$ cat config.mk
export PLATFORM = sky130hd
export DESIGN_NAME = axi_csr_fifo_top_v2
export DESIGN_NICKNAME = d
export VERILOG_FILES = /design/src/rtl/axi_csr_fifo_pkg.sv /design/src/rtl/sync_fifo.sv /design/src/rtl/axi_csr_fifo_top_v2.sv
export SDC_FILE = /design/constraint.sdc
export NUM_CORES = 1
export LEC_CHECK = 0
export CORE_UTILIZATION = 55
export DETAILED_ROUTE_END_ITERATION = 8
export DONT_BUFFER_PORTS = 1
export GPL_ROUTABILITY_DRIVEN = 0
export HOLD_SLACK_MARGIN = 0.1
export PLACE_DENSITY_LB_ADDON = 0.08
export SYNTH_ARGS = -nofsm -noshare
export SYNTH_HDL_FRONTEND = slang
export SYNTH_SLANG_ARGS = --single-unit
export TNS_END_PERCENT = 100
$ cat constraint.sdc
create_clock -name ACLK -period 7.37 [get_ports ACLK]
set_clock_uncertainty 0.1 [all_clocks]
set_input_delay 1.8425 -clock ACLK [delete_from_list [all_inputs] [get_ports ACLK]]
set_output_delay 1.8425 -clock ACLK [all_outputs]
set_load 0.02 [all_outputs]
$ cat src/rtl/axi_csr_fifo_pkg.sv
// Shared constants and types for the AXI4-Lite CSR + FIFO subsystem.
package axi_csr_fifo_pkg;

  localparam int unsigned CSR_CONTROL = 32'h000;
  localparam int unsigned CSR_STATUS  = 32'h004;
  localparam int unsigned CSR_THRESH  = 32'h008;
  localparam int unsigned CSR_ERROR   = 32'h00C;
  localparam int unsigned CSR_DATA    = 32'h010;

  localparam int unsigned CTRL_ENABLE     = 0;
  localparam int unsigned CTRL_SOFT_CLEAR = 1;
  localparam int unsigned CTRL_IRQ_EN     = 2;

  localparam int unsigned ERR_OVERFLOW  = 0;
  localparam int unsigned ERR_UNDERFLOW = 1;

  localparam logic [1:0] RESP_OKAY   = 2'b00;
  localparam logic [1:0] RESP_SLVERR = 2'b10;

  typedef enum logic [1:0] {WrIdle, WrAccept, WrCommit, WrResp} wr_state_e;
  typedef enum logic [1:0] {RdIdle, RdAccept, RdFetch, RdResp} rd_state_e;

  typedef enum logic [2:0] {
    RegControl, RegStatus, RegThresh, RegError, RegData, RegNone
  } csr_reg_e;

endpackage

$ cat src/rtl/sync_fifo.sv
// Single-clock FIFO with fall-through head data and occupancy level.
module sync_fifo #(
  parameter int unsigned DEPTH = 16,
  parameter int unsigned WIDTH = 32
) (
  input  logic                     clk,
  input  logic                     rst_n,
  input  logic                     clr,
  input  logic                     push,
  input  logic [WIDTH-1:0]         push_data,
  input  logic                     pop,
  output logic [WIDTH-1:0]         head,
  output logic [$clog2(DEPTH):0]   level,
  output logic                     full,
  output logic                     empty
);

  localparam int unsigned AW = $clog2(DEPTH);
  localparam logic [AW:0] PtrOne = {{AW{1'b0}}, 1'b1};

  logic [AW:0]      wptr_q, rptr_q;
  logic [WIDTH-1:0] mem [DEPTH];

  always_ff @(posedge clk or negedge rst_n) begin
    if (!rst_n) begin
      wptr_q <= '0;
      rptr_q <= '0;
    end else if (clr) begin
      wptr_q <= '0;
      rptr_q <= '0;
    end else begin
      if (push) wptr_q <= wptr_q + PtrOne;
      if (pop)  rptr_q <= rptr_q + PtrOne;
    end
  end

  always_ff @(posedge clk) begin
    if (push && !clr) mem[wptr_q[AW-1:0]] <= push_data;
  end

  assign head  = mem[rptr_q[AW-1:0]];
  assign level = wptr_q - rptr_q;
  assign empty = (wptr_q == rptr_q);
  // Wrap bits differ with equal index: writer is a full lap ahead.
  assign full  = (wptr_q[AW] != rptr_q[AW]) && (wptr_q[AW-1:0] == rptr_q[AW-1:0]);

endmodule

$ cat src/rtl/axi_csr_fifo_top_v2.sv
// AXI4-Lite CSR block fronting a FIFO that is also reachable from an external strobe port.
module axi_csr_fifo_top_v2
  import axi_csr_fifo_pkg::*;
#(
  parameter int unsigned ADDR_WIDTH = 12,
  parameter int unsigned DATA_WIDTH = 32,
  parameter int unsigned FIFO_DEPTH = 16
) (
  input  logic                    ACLK,
  input  logic                    ARESETn,
  input  logic [ADDR_WIDTH-1:0]   S_AXI_AWADDR,
  input  logic [2:0]              S_AXI_AWPROT,
  input  logic                    S_AXI_AWVALID,
  output logic                    S_AXI_AWREADY,
  input  logic [DATA_WIDTH-1:0]   S_AXI_WDATA,
  input  logic [DATA_WIDTH/8-1:0] S_AXI_WSTRB,
  input  logic                    S_AXI_WVALID,
  output logic                    S_AXI_WREADY,
  output logic [1:0]              S_AXI_BRESP,
  output logic                    S_AXI_BVALID,
  input  logic                    S_AXI_BREADY,
  input  logic [ADDR_WIDTH-1:0]   S_AXI_ARADDR,
  input  logic [2:0]              S_AXI_ARPROT,
  input  logic                    S_AXI_ARVALID,
  output logic                    S_AXI_ARREADY,
  output logic [DATA_WIDTH-1:0]   S_AXI_RDATA,
  output logic [1:0]              S_AXI_RRESP,
  output logic                    S_AXI_RVALID,
  input  logic                    S_AXI_RREADY,
  input  logic                    wr_en,
  input  logic [DATA_WIDTH-1:0]   data_in,
  input  logic                    rd_en,
  output logic [DATA_WIDTH-1:0]   data_out,
  output logic                    irq
);

  localparam int unsigned LW = $clog2(FIFO_DEPTH) + 1;
  localparam int unsigned SW = DATA_WIDTH / 8;

  function automatic csr_reg_e decode(input logic [ADDR_WIDTH-3:0] w);
    if (w == (ADDR_WIDTH-2)'(CSR_CONTROL >> 2)) return RegControl;
    if (w == (ADDR_WIDTH-2)'(CSR_STATUS >> 2))  return RegStatus;
    if (w == (ADDR_WIDTH-2)'(CSR_THRESH >> 2))  return RegThresh;
    if (w == (ADDR_WIDTH-2)'(CSR_ERROR >> 2))   return RegError;
    if (w == (ADDR_WIDTH-2)'(CSR_DATA >> 2))    return RegData;
    return RegNone;
  endfunction

  wr_state_e             wr_state_q, wr_state_d;
  rd_state_e             rd_state_q, rd_state_d;
  csr_reg_e              wreg_q, rreg_q;
  logic [DATA_WIDTH-1:0] wdata_q, rdata_q, rdata_d, data_out_q;
  logic [SW-1:0]         wstrb_q;
  logic [1:0]            bresp_q, rresp_q, rresp_d;
  logic                  en_q, irq_en_q, irq_q;
  logic [15:0]           af_th_q, ae_th_q;
  logic [1:0]            err_q, err_set, err_clr;

  logic                  fifo_push, fifo_pop, fifo_full, fifo_empty;
  logic [DATA_WIDTH-1:0] fifo_head;
  logic [LW-1:0]         fifo_level;
  logic                  almost_full, almost_empty;
  logic                  wr_commit, rd_fire, csr_push, csr_pop, soft_clear;
  logic                  push_req, pop_req, push_ok, pop_ok;

  // A CSR DATA access waits while the external port is using the same FIFO side.
  assign wr_commit  = (wr_state_q == WrCommit) && !((wreg_q == RegData) && wr_en);
  assign rd_fire    = (rd_state_q == RdFetch) && !((rreg_q == RegData) && rd_en);
  assign csr_push   = wr_commit && (wreg_q == RegData);
  assign csr_pop    = rd_fire && (rreg_q == RegData);
  assign soft_clear = wr_commit && (wreg_q == RegControl) && wstrb_q[0]
                      && wdata_q[CTRL_SOFT_CLEAR];

  assign push_req = en_q && (wr_en || csr_push);
  assign pop_req  = en_q && (rd_en || csr_pop);
  assign pop_ok   = pop_req && !fifo_empty;
  assign push_ok  = push_req && (!fifo_full || pop_ok);
  assign fifo_push = push_ok;
  assign fifo_pop  = pop_ok;

  assign almost_full  = 16'(fifo_level) >= af_th_q;
  assign almost_empty = 16'(fifo_level) <= ae_th_q;

  sync_fifo #(
    .DEPTH (FIFO_DEPTH),
    .WIDTH (DATA_WIDTH)
  ) u_fifo (
    .clk       (ACLK),
    .rst_n     (ARESETn),
    .clr       (soft_clear),
    .push      (fifo_push),
    .push_data (wr_en ? data_in : wdata_q),
    .pop       (fifo_pop),
    .head      (fifo_head),
    .level     (fifo_level),
    .full      (fifo_full),
    .empty     (fifo_empty)
  );

  always_comb begin
    wr_state_d = wr_state_q;
    unique case (wr_state_q)
      WrIdle:   if (S_AXI_AWVALID && S_AXI_WVALID) wr_state_d = WrAccept;
      WrAccept: wr_state_d = WrCommit;
      WrCommit: if (wr_commit) wr_state_d = WrResp;
      WrResp:   if (S_AXI_BREADY) wr_state_d = WrIdle;
      default:  wr_state_d = WrIdle;
    endcase
  end

  always_comb begin
    rd_state_d = rd_state_q;
    unique case (rd_state_q)
      RdIdle:   if (S_AXI_ARVALID) rd_state_d = RdAccept;
      RdAccept: rd_state_d = RdFetch;
      RdFetch:  if (rd_fire) rd_state_d = RdResp;
      RdResp:   if (S_AXI_RREADY) rd_state_d = RdIdle;
      default:  rd_state_d = RdIdle;
    endcase
  end

  always_comb begin
    rdata_d = '0;
    rresp_d = RESP_OKAY;
    unique case (rreg_q)
      RegControl: begin
        rdata_d[CTRL_ENABLE] = en_q;
        rdata_d[CTRL_IRQ_EN] = irq_en_q;
      end
      RegStatus: begin
        rdata_d[0]      = fifo_empty;
        rdata_d[1]      = fifo_full;
        rdata_d[2]      = almost_empty;
        rdata_d[3]      = almost_full;
        rdata_d[8 +: LW] = fifo_level;
      end
      RegThresh: rdata_d[31:0] = {ae_th_q, af_th_q};
      RegError: begin
        rdata_d[ERR_OVERFLOW]  = err_q[ERR_OVERFLOW];
        rdata_d[ERR_UNDERFLOW] = err_q[ERR_UNDERFLOW];
      end
      RegData:  if (pop_ok) rdata_d = fifo_head;
      RegNone:  rresp_d = RESP_SLVERR;
      default:  rresp_d = RESP_SLVERR;
    endcase
  end

  always_comb begin
    err_set = '0;
    err_clr = '0;
    err_set[ERR_OVERFLOW]  = push_req && !push_ok;
    err_set[ERR_UNDERFLOW] = pop_req && !pop_ok;
    if (wr_commit && (wreg_q == RegError) && wstrb_q[0]) err_clr = wdata_q[1:0];
  end

  always_ff @(posedge ACLK or negedge ARESETn) begin
    if (!ARESETn) begin
      wr_state_q <= WrIdle;
      wreg_q     <= RegNone;
      wdata_q    <= '0;
      wstrb_q    <= '0;
      bresp_q    <= RESP_OKAY;
      en_q       <= 1'b0;
      irq_en_q   <= 1'b0;
      af_th_q    <= 16'(FIFO_DEPTH - 2);
      ae_th_q    <= 16'd2;
      err_q      <= '0;
      irq_q      <= 1'b0;
    end else begin
      wr_state_q <= wr_state_d;
      if (wr_state_q == WrAccept) begin
        wreg_q  <= decode(S_AXI_AWADDR[ADDR_WIDTH-1:2]);
        wdata_q <= S_AXI_WDATA;
        wstrb_q <= S_AXI_WSTRB;
      end
      if (wr_commit) begin
        bresp_q <= (wreg_q == RegNone) ? RESP_SLVERR : RESP_OKAY;
        if (wreg_q == RegControl && wstrb_q[0]) begin
          en_q     <= wdata_q[CTRL_ENABLE];
          irq_en_q <= wdata_q[CTRL_IRQ_EN];
        end
        if (wreg_q == RegThresh) begin
          if (wstrb_q[0]) af_th_q[7:0]  <= wdata_q[7:0];
          if (wstrb_q[1]) af_th_q[15:8] <= wdata_q[15:8];
          if (wstrb_q[2]) ae_th_q[7:0]  <= wdata_q[23:16];
          if (wstrb_q[3]) ae_th_q[15:8] <= wdata_q[31:24];
        end
      end
      err_q <= (err_q & ~err_clr) | err_set;
      irq_q <= irq_en_q && ((|err_q) || almost_full);
    end
  end

  always_ff @(posedge ACLK or negedge ARESETn) begin
    if (!ARESETn) begin
      rd_state_q <= RdIdle;
      rreg_q     <= RegNone;
      rdata_q    <= '0;
      rresp_q    <= RESP_OKAY;
      data_out_q <= '0;
    end else begin
      rd_state_q <= rd_state_d;
      if (rd_state_q == RdAccept) rreg_q <= decode(S_AXI_ARADDR[ADDR_WIDTH-1:2]);
      if (rd_fire) begin
        rdata_q <= rdata_d;
        rresp_q <= rresp_d;
      end
      if (rd_en && pop_ok) data_out_q <= fifo_head;
    end
  end

  assign S_AXI_AWREADY = (wr_state_q == WrAccept);
  assign S_AXI_WREADY  = (wr_state_q == WrAccept);
  assign S_AXI_BVALID  = (wr_state_q == WrResp);
  assign S_AXI_BRESP   = bresp_q;
  assign S_AXI_ARREADY = (rd_state_q == RdAccept);
  assign S_AXI_RVALID  = (rd_state_q == RdResp);
  assign S_AXI_RDATA   = rdata_q;
  assign S_AXI_RRESP   = rresp_q;
  assign data_out      = data_out_q;
  assign irq           = irq_q;

  logic unused_inputs;
  assign unused_inputs = ^{S_AXI_AWPROT, S_AXI_ARPROT, S_AXI_AWADDR[1:0], S_AXI_ARADDR[1:0],
                           wstrb_q};

endmodule
==> qor.csv, run 1 <==
stage,metric,value,unit
status,status,"finished, final reports clean",
placed_design,io_buffers,0,
synthesis,yosysTopAreaCell,edfxtp_1,
synthesis,yosysWarnings,0,
timing,fmax,233,MHz
synthesis,yosysTopAreaCellShare,0.571,
critical_path,reg2reg_to,u_fifo.mem[11][17],
global_route,grt-ovfl-total,0,
cells_and_area,drive_above_1_share,0.279,
synthesis,async_flop_share,0.237,
timing,hold_viol,0,
drt,wirelength,66.6,mm
clock_network,cts_num_sinks,671,
power_and_ir_drop,power.clock.fraction,0.396,
power_and_ir_drop,p_int,6.74,mW
clock_network,numCtsBuffers,70,
drt,post_drt_wl_per_cell,31.2,um
critical_path,critical_path.reg2reg.startpoint,u_fifo.rptr_q[3],
critical_path,end_kind,flop,
hold_path,hp-start,wstrb_q[2],
floorplanning,fp.dieArea,49800,um^2
floorplanning,die_height,223,um
timing,rsz0062_at_grt,false,
critical_path,reg2reg_slack,3.07,ns
clock_network,htreeDepth,3,
drt,drt-vias-per-instance,6.61,
cells_and_area,final_core_util,0.622,
synthesis,syn_area_per_cell,18.7,um^2
floorplanning,initial_core_util,0.560,
critical_path,arrival,4.45,ns
placed_design,dpl.cell_count,2001,
placed_design,placed_cell_area,27600,um^2
timing,period_share,0.583,
floorplanning,die_w,223,um
timing,drv_slew,0,
synthesis,syn_inst,1438,
drt,drtPass1Iterations,5,
hold_path,whs_path_depth,1,
timing,setup_viol,0,
floorplanning,core_area,48000,um^2
power_and_ir_drop,cellPowerDensity,297,nW/um^2
floorplanning,ios,181,
critical_path,path_delay_family,simple AND/OR/NAND/NOR gates,
power_and_ir_drop,peakVddDrop,0.228,mV
drt,drc_errors,0,
global_route,grt_max_degree,160,
drt,drt_iter0_markers,1486,
synthesis,synth_edf_count,512,
critical_path,cp-start-kind,flop,
timing,fin_tns_setup,0,ns
critical_path,cp.required,7.52,ns
clock_network,cts_setup_buffers,0,
critical_path,worstPathCellList,"inv_1, ha_1, nand4_1, nor2_1, a211o_1, nor3b_2, and2_2, buf_4",
global_route,grt_usage,0.276,
timing,period_needed,4.30,ns
clock_network,cts_tree,done,
clock_network,cts.repair.resized,0,
hold_path,worst_hold_path.endpoint,wstrb_q[2],
floorplanning,fp-row-count,80,
power_and_ir_drop,p_leak,10.4,nW
synthesis,synth_flop_cell,edfxtp_1,
placed_design,dp_hpwl,38.2,mm
power_and_ir_drop,power_frac_comb,0.083,
cells_and_area,nets,1593,
critical_path,crit_fanout,22,
timing,relSlewSlack,0.238,
clock_network,clk-insertion-delay-late,0.61,ns
critical_path,crit_type,reg -> reg,
synthesis,netlist_area,26900,um^2
synthesis,netlist-cell-type-count,65,
synthesis,ys_seq_area_frac,0.719,
clock_network,clockBufferDepth,3,
critical_path,slowest_stage,dfrtp_1,
power_and_ir_drop,pwr-share-seq,0.521,
clock_network,clk_pin_slew,0.06,ns
cells_and_area,antenna_cells,0,
hold_path,hold_path_class,reg -> reg,
drt,num_vias,14089,
power_and_ir_drop,switching_share,0.240,
clock_network,cts_root_buf,clkbuf_16,
cells_and_area,stdcell_count,2131,
synthesis,synth_area_leaders,"edfxtp_1, dfrtp_1, mux4_2",
cells_and_area,final_cell_mix,"edfxtp_1, dfrtp_1, mux4_2",
synthesis,ys_seq_elements,671,
critical_path,max_stage_delay,0.91,ns
critical_path,r2r_cells,8,
cells_and_area,design_area,29900,um^2
global_route,grt_pass1_wl,96.8,mm
global_route,first_global_vias,14209,
clock_network,ctsHoldBuffers,0,
drt,ant_nets,0,
timing,max_slew.worst_pin.slew,1.14,ns
cells_and_area,areaGrowthSynthToFinish,10.9,%
cells_and_area,final_common_cell,edfxtp_1,
run,drv_cap,0,
global_route,antenna_found_initial,5,
power_and_ir_drop,p_sw,2.13,mW
critical_path,path_buf_inv,2,
cells_and_area,num-fill-cells,3423,
-- flip-flops by register name, summed over array words and instances, names as in the netlist, 3 cells and up --
signal and flops:
u_fifo.mem 512, S_AXI_RDATA 32, data_out 32, wdata_q 32
ae_th_q 16, af_th_q 16, u_fifo.rptr_q 5, u_fifo.wptr_q 5
wstrb_q 4, rreg_q 3, wreg_q 3
-- Yosys cell counts, drive strengths merged, types with 9 or more instances --
cell / instances
clkbuf: 30
dfrtp: 151
buf: 48
ha: 27
a21oi: 14
nand2: 49
o22ai: 50
mux2: 126
nor2b: 10
xnor2: 10
mux4: 128
inv: 26
nor2: 53
and3: 32
edfxtp: 512
o21ai: 22
a221o: 26
a211oi: 9
nand3: 10
nor3: 11
-- layer usage --
metal	GRT usage	vias to the layer above	wire length (um)
li1	-	5839	-
met1	0.393	7438	27300
met2	0.426	675	31500
met3	0.0644	131	5740
met4	0.0884	6	1970
met5	0	-	38
-- worst max path at each step --
stage               slack [ns]        startpoint  depth (start not counted)                  to
CTS                       3.03  u_fifo.rptr_q[0]                          6      S_AXI_RDATA[1]
global route              2.83  u_fifo.rptr_q[0]                          6     S_AXI_RDATA[20]
global placement          3.07  u_fifo.rptr_q[0]                          6      S_AXI_RDATA[1]
finish                    3.07  u_fifo.rptr_q[3]                          8  u_fifo.mem[11][17]
floorplan                 0.74             wr_en                          5    u_fifo.mem[7][0]
detailed placement        3.03             rd_en                          4   u_fifo.mem[5][20]
-- metrics by stage --
stage	power, mW	setup WS [ns]	hold WS [ns]
after CTS	8.92	3.03	0.414
after floorplan	5.14	0.744	0.370
after global routing	9.14	2.83	0.431
after detailed placement	5.44	3.03	0.400
after global placement	5.39	3.07	0.397
final	8.87	3.07	0.411
-- cell type report --
cell class                 instances  area [um^2]  share of cell area
timing repair buffer              25          213             0.00712
tap                              615          769              0.0258
clock inverter                    31          345              0.0116
clock buffer                      99         1950              0.0653
multi-input combinational        663         7110               0.238
sequential                       671        19400               0.649
inverter                          27          101             0.00339
-- power by group through the flow --
| stage | clock [mW] | sequential (mW) | combinational (mW) |
|---|---|---|---|
| 4_1_cts | 3.56 | 4.63 | 0.732 |
| 2_1_floorplan | 0 | 4.61 | 0.530 |
| 3_5_place_dp | 0 | 4.70 | 0.732 |
| 5_1_grt | 3.69 | 4.64 | 0.802 |
| 3_3_place_gp | 0 | 4.70 | 0.697 |
| 6_report | 3.51 | 4.62 | 0.736 |
-- cell families after synthesis --
| family | Yosys count | synth area share |
|---|---|---|
| adder cells (fa/ha/maj) | 29 | 0.0137 |
| AND/OR/NAND/NOR | 204 | 0.0389 |
| AO/OA/AOI/OAI | 156 | 0.0418 |
| flip-flops | 671 | 0.719 |
| other | 1 | 0.000139 |
| buffers and inverters | 105 | 0.0204 |
| multiplexers | 259 | 0.162 |
| XOR/XNOR | 13 | 0.00423 |
No activity file was read; power rests on OpenSTA's default activity.
==> run 2: changes to the inputs <==
==> constraint.sdc (replaced) <==
create_clock -name ACLK -period 4.1 [get_ports ACLK]
set_clock_uncertainty 0.1 [all_clocks]
set_input_delay 1.025 -clock ACLK [delete_from_list [all_inputs] [get_ports ACLK]]
set_output_delay 1.025 -clock ACLK [all_outputs]
set_load 0.02 [all_outputs]
==> run 2 against run 1 <==
  * Clock-buffer cell count fell by 5
  * Cell count increased by 1.4%
  * Setup slack got worse by 2.4 ns
  * Largest power group unchanged
  * Critical path depth shrank 1
  * Core utilization rose by 0.79 points
  * Critical path type unchanged
  * Non-clock buffer count is 31 higher
  * Register-to-register slack worse by 2.4 ns
  * Total power grew 81%
  * Flip-flop and latch count unchanged
==> qor.csv, run 2 (same netlist as run 1, synthesis figures left out) <==
stage,metric,value,unit,change
status,status,"finished, final reports clean",,unchanged
placed_design,placed_cell_area,27900,um^2,"was 27,600 um^2"
floorplanning,die_height,223,um,unchanged
power_and_ir_drop,p_leak,10.6,nW,was 10.4 nW
global_route,grt_max_degree,160,,unchanged
clock_network,cts_num_sinks,671,,unchanged
cells_and_area,design_area,30200,um^2,"was 29,900 um^2"
clock_network,numCtsBuffers,70,,unchanged
drt,highest_layer,met4,,was met5
floorplanning,core_area,48000,um^2,unchanged
critical_path,arrival,3.57,ns,was 4.45 ns
cells_and_area,final_cell_mix,"edfxtp_1, dfrtp_1, mux4_2",,unchanged
drt,post_drt_wl_per_cell,30.4,um,was 31.2 um
global_route,grt-ovfl-total,0,,unchanged
drt,wirelength,65.6,mm,was 66.6 mm
timing,drv_slew,0,,unchanged
drt,drc_errors,0,,unchanged
power_and_ir_drop,peakVddDrop,0.374,mV,was 0.228 mV
power_and_ir_drop,power.clock.fraction,0.400,,was 0.396
critical_path,cp.required,4.24,ns,was 7.52 ns
drt,drt-vias-per-instance,6.42,,was 6.61
cells_and_area,nets,1624,,"was 1,593"
placed_design,pre_cts_slack,0.730,ns,was 3.03 ns
clock_network,clockBufferDepth,3,,unchanged
drt,wl_met2,31.2,mm,was 31.5 mm
placed_design,dp_hpwl,39.7,mm,was 38.2 mm
global_route,antenna_found_initial,0,,was 5
critical_path,max_stage_delay,0.81,ns,was 0.91 ns
power_and_ir_drop,switching_share,0.236,,was 0.240
cells_and_area,final_core_util,0.629,,was 0.622
floorplanning,fp-row-count,80,,unchanged
power_and_ir_drop,total_power,16.1,mW,was 8.87 mW
critical_path,slowest_stage,dfrtp_1,,unchanged
clock_network,htreeDepth,3,,unchanged
floorplanning,ios,181,,unchanged
clock_network,cts_setup_buffers,0,,unchanged
timing,hold_viol,0,,unchanged
global_route,first_global_vias,14128,,"was 14,209"
global_route,grt_usage,0.270,,was 0.276
clock_network,cts_tree,done,,unchanged
critical_path,crit_type,reg -> reg,,unchanged
clock_network,cts_root_buf,clkbuf_16,,unchanged
timing,relSlewSlack,0.284,,was 0.238
cells_and_area,largest_reg_flops,512,,unchanged
drt,drtPass1Iterations,5,,unchanged
critical_path,end_kind,flop,,unchanged
drt,num_vias,13882,,"was 14,089"
timing,max_slew.worst_pin.slew,1.07,ns,was 1.14 ns
timing,layout_setup_ws,0.670,ns,was 3.07 ns
critical_path,crit_top_cell,buf_4,,
drt,ant_nets,0,,unchanged
clock_network,clk_pin_slew,0.06,ns,about the same
timing,holdWs,0.0266,ns,was 0.411 ns
floorplanning,initial_core_util,0.560,,unchanged
placed_design,io_buffers,0,,unchanged
critical_path,crit_fanout,21,,was 22
cells_and_area,drive_above_1_share,0.291,,was 0.279
drt,met3_length,5.63,mm,was 5.74 mm
power_and_ir_drop,power_frac_comb,0.083,,about the same
drt,wl_met1,27.0,mm,was 27.3 mm
timing,rsz0062_at_grt,false,,unchanged
clock_network,clk-insertion-delay-late,0.61,ns,about the same
critical_path,worstPathCellList,"ha_1, nand4_1, nor2_1, a211o_1, buf_4, nor4b_4, buf_4",,"was inv_1, ha_1, nand4_1, nor2_1, a211o_1, nor3b_2, and2_2, buf_4"
cells_and_area,areaGrowthSynthToFinish,12.3,%,was 10.9%
timing,fmax,292,MHz,was 233 MHz
drt,drt_iter0_markers,1376,,"was 1,486"
run,drv_cap,0,,unchanged
timing,period_share,0.837,,was 0.583
power_and_ir_drop,pwr-share-seq,0.517,,was 0.521
power_and_ir_drop,p_sw,3.79,mW,was 2.13 mW
global_route,grt_pass1_wl,95.2,mm,was 96.8 mm
hold_path,hold_path_class,in -> async,,was reg -> reg
power_and_ir_drop,p_int,12.3,mW,was 6.74 mW
floorplanning,die_w,223,um,unchanged
timing,setup_viol,0,,unchanged
power_and_ir_drop,cellPowerDensity,532,nW/um^2,was 297 nW/um^2
cells_and_area,final_common_cell,edfxtp_1,,unchanged
timing,period_needed,3.43,ns,was 4.30 ns
floorplanning,fp.dieArea,49800,um^2,unchanged
critical_path,cp-start-kind,flop,,unchanged
## run 2: layer usage
layer / vias up / GRT usage
li1: 5910 / -
met1: 7298 / 0.381
met2: 574 / 0.419
met3: 100 / 0.0665
met4: 0 / 0.0846
met5: - / 0
## run 2: layout make-up
type,instances,area [um^2]
sequential,671,19400
fill,3404,17800
multi-input combinational,663,7130
clock buffer,94,2020
tap,615,769
timing repair buffer,56,508
clock inverter,34,333
inverter,27,101
antenna,1,2.50
## run 2: path summary, 6_finish.rpt
| check | start | endpoint | slack (ns) | depth (start not counted) |
|---|---|---|---|---|
| max in group asynchronous | ARESETn | ae_th_q[1] | 3.52 | 0 |
| setup / recovery | u_fifo.wptr_q[2] | u_fifo.mem[7][3] | 0.67 | 7 |
| setup reg to reg | u_fifo.wptr_q[2] | u_fifo.mem[7][3] | 0.67 | 7 |
| hold / removal | ARESETn | wdata_q[9] | 0.03 | 0 |
| min in group ACLK | wstrb_q[2] | wstrb_q[2] | 0.42 | 1 |
| hold reg to reg | wstrb_q[2] | wstrb_q[2] | 0.42 | 1 |
## run 2: stage by stage
step                      TNS [ns]  instances
final                            0       2161
after global routing             0       2160
after CTS                        0       2160
after detailed placement         0       2032
after global placement           0       2032
after floorplan             -87.23       1439
## run 2: critical path: cells and delay by family, from the launching register on
kind	cells	cell delay, ns
adders and majority gates	1	0.41
DFF	1	0.81
AOI/OAI and AO/OA	1	0.41
buffers and inverters	2	0.70
and+or+nand+nor	3	0.62
## run 2: repair_timing
action	in CTS	in global routing
hold endpoints to repair	151	151
endpoints found under the setup margin	0	0
gates resized for setup	0	0
## run 2: power groups by stage
stage	combinational [mW]	clock, mW	sequential [mW]
5_1_grt	1.46	6.76	8.33
6_report	1.34	6.44	8.31
3_5_place_dp	1.33	0	8.45
4_1_cts	1.34	6.53	8.31
2_1_floorplan	0.953	0	8.28
3_3_place_gp	1.27	0	8.44
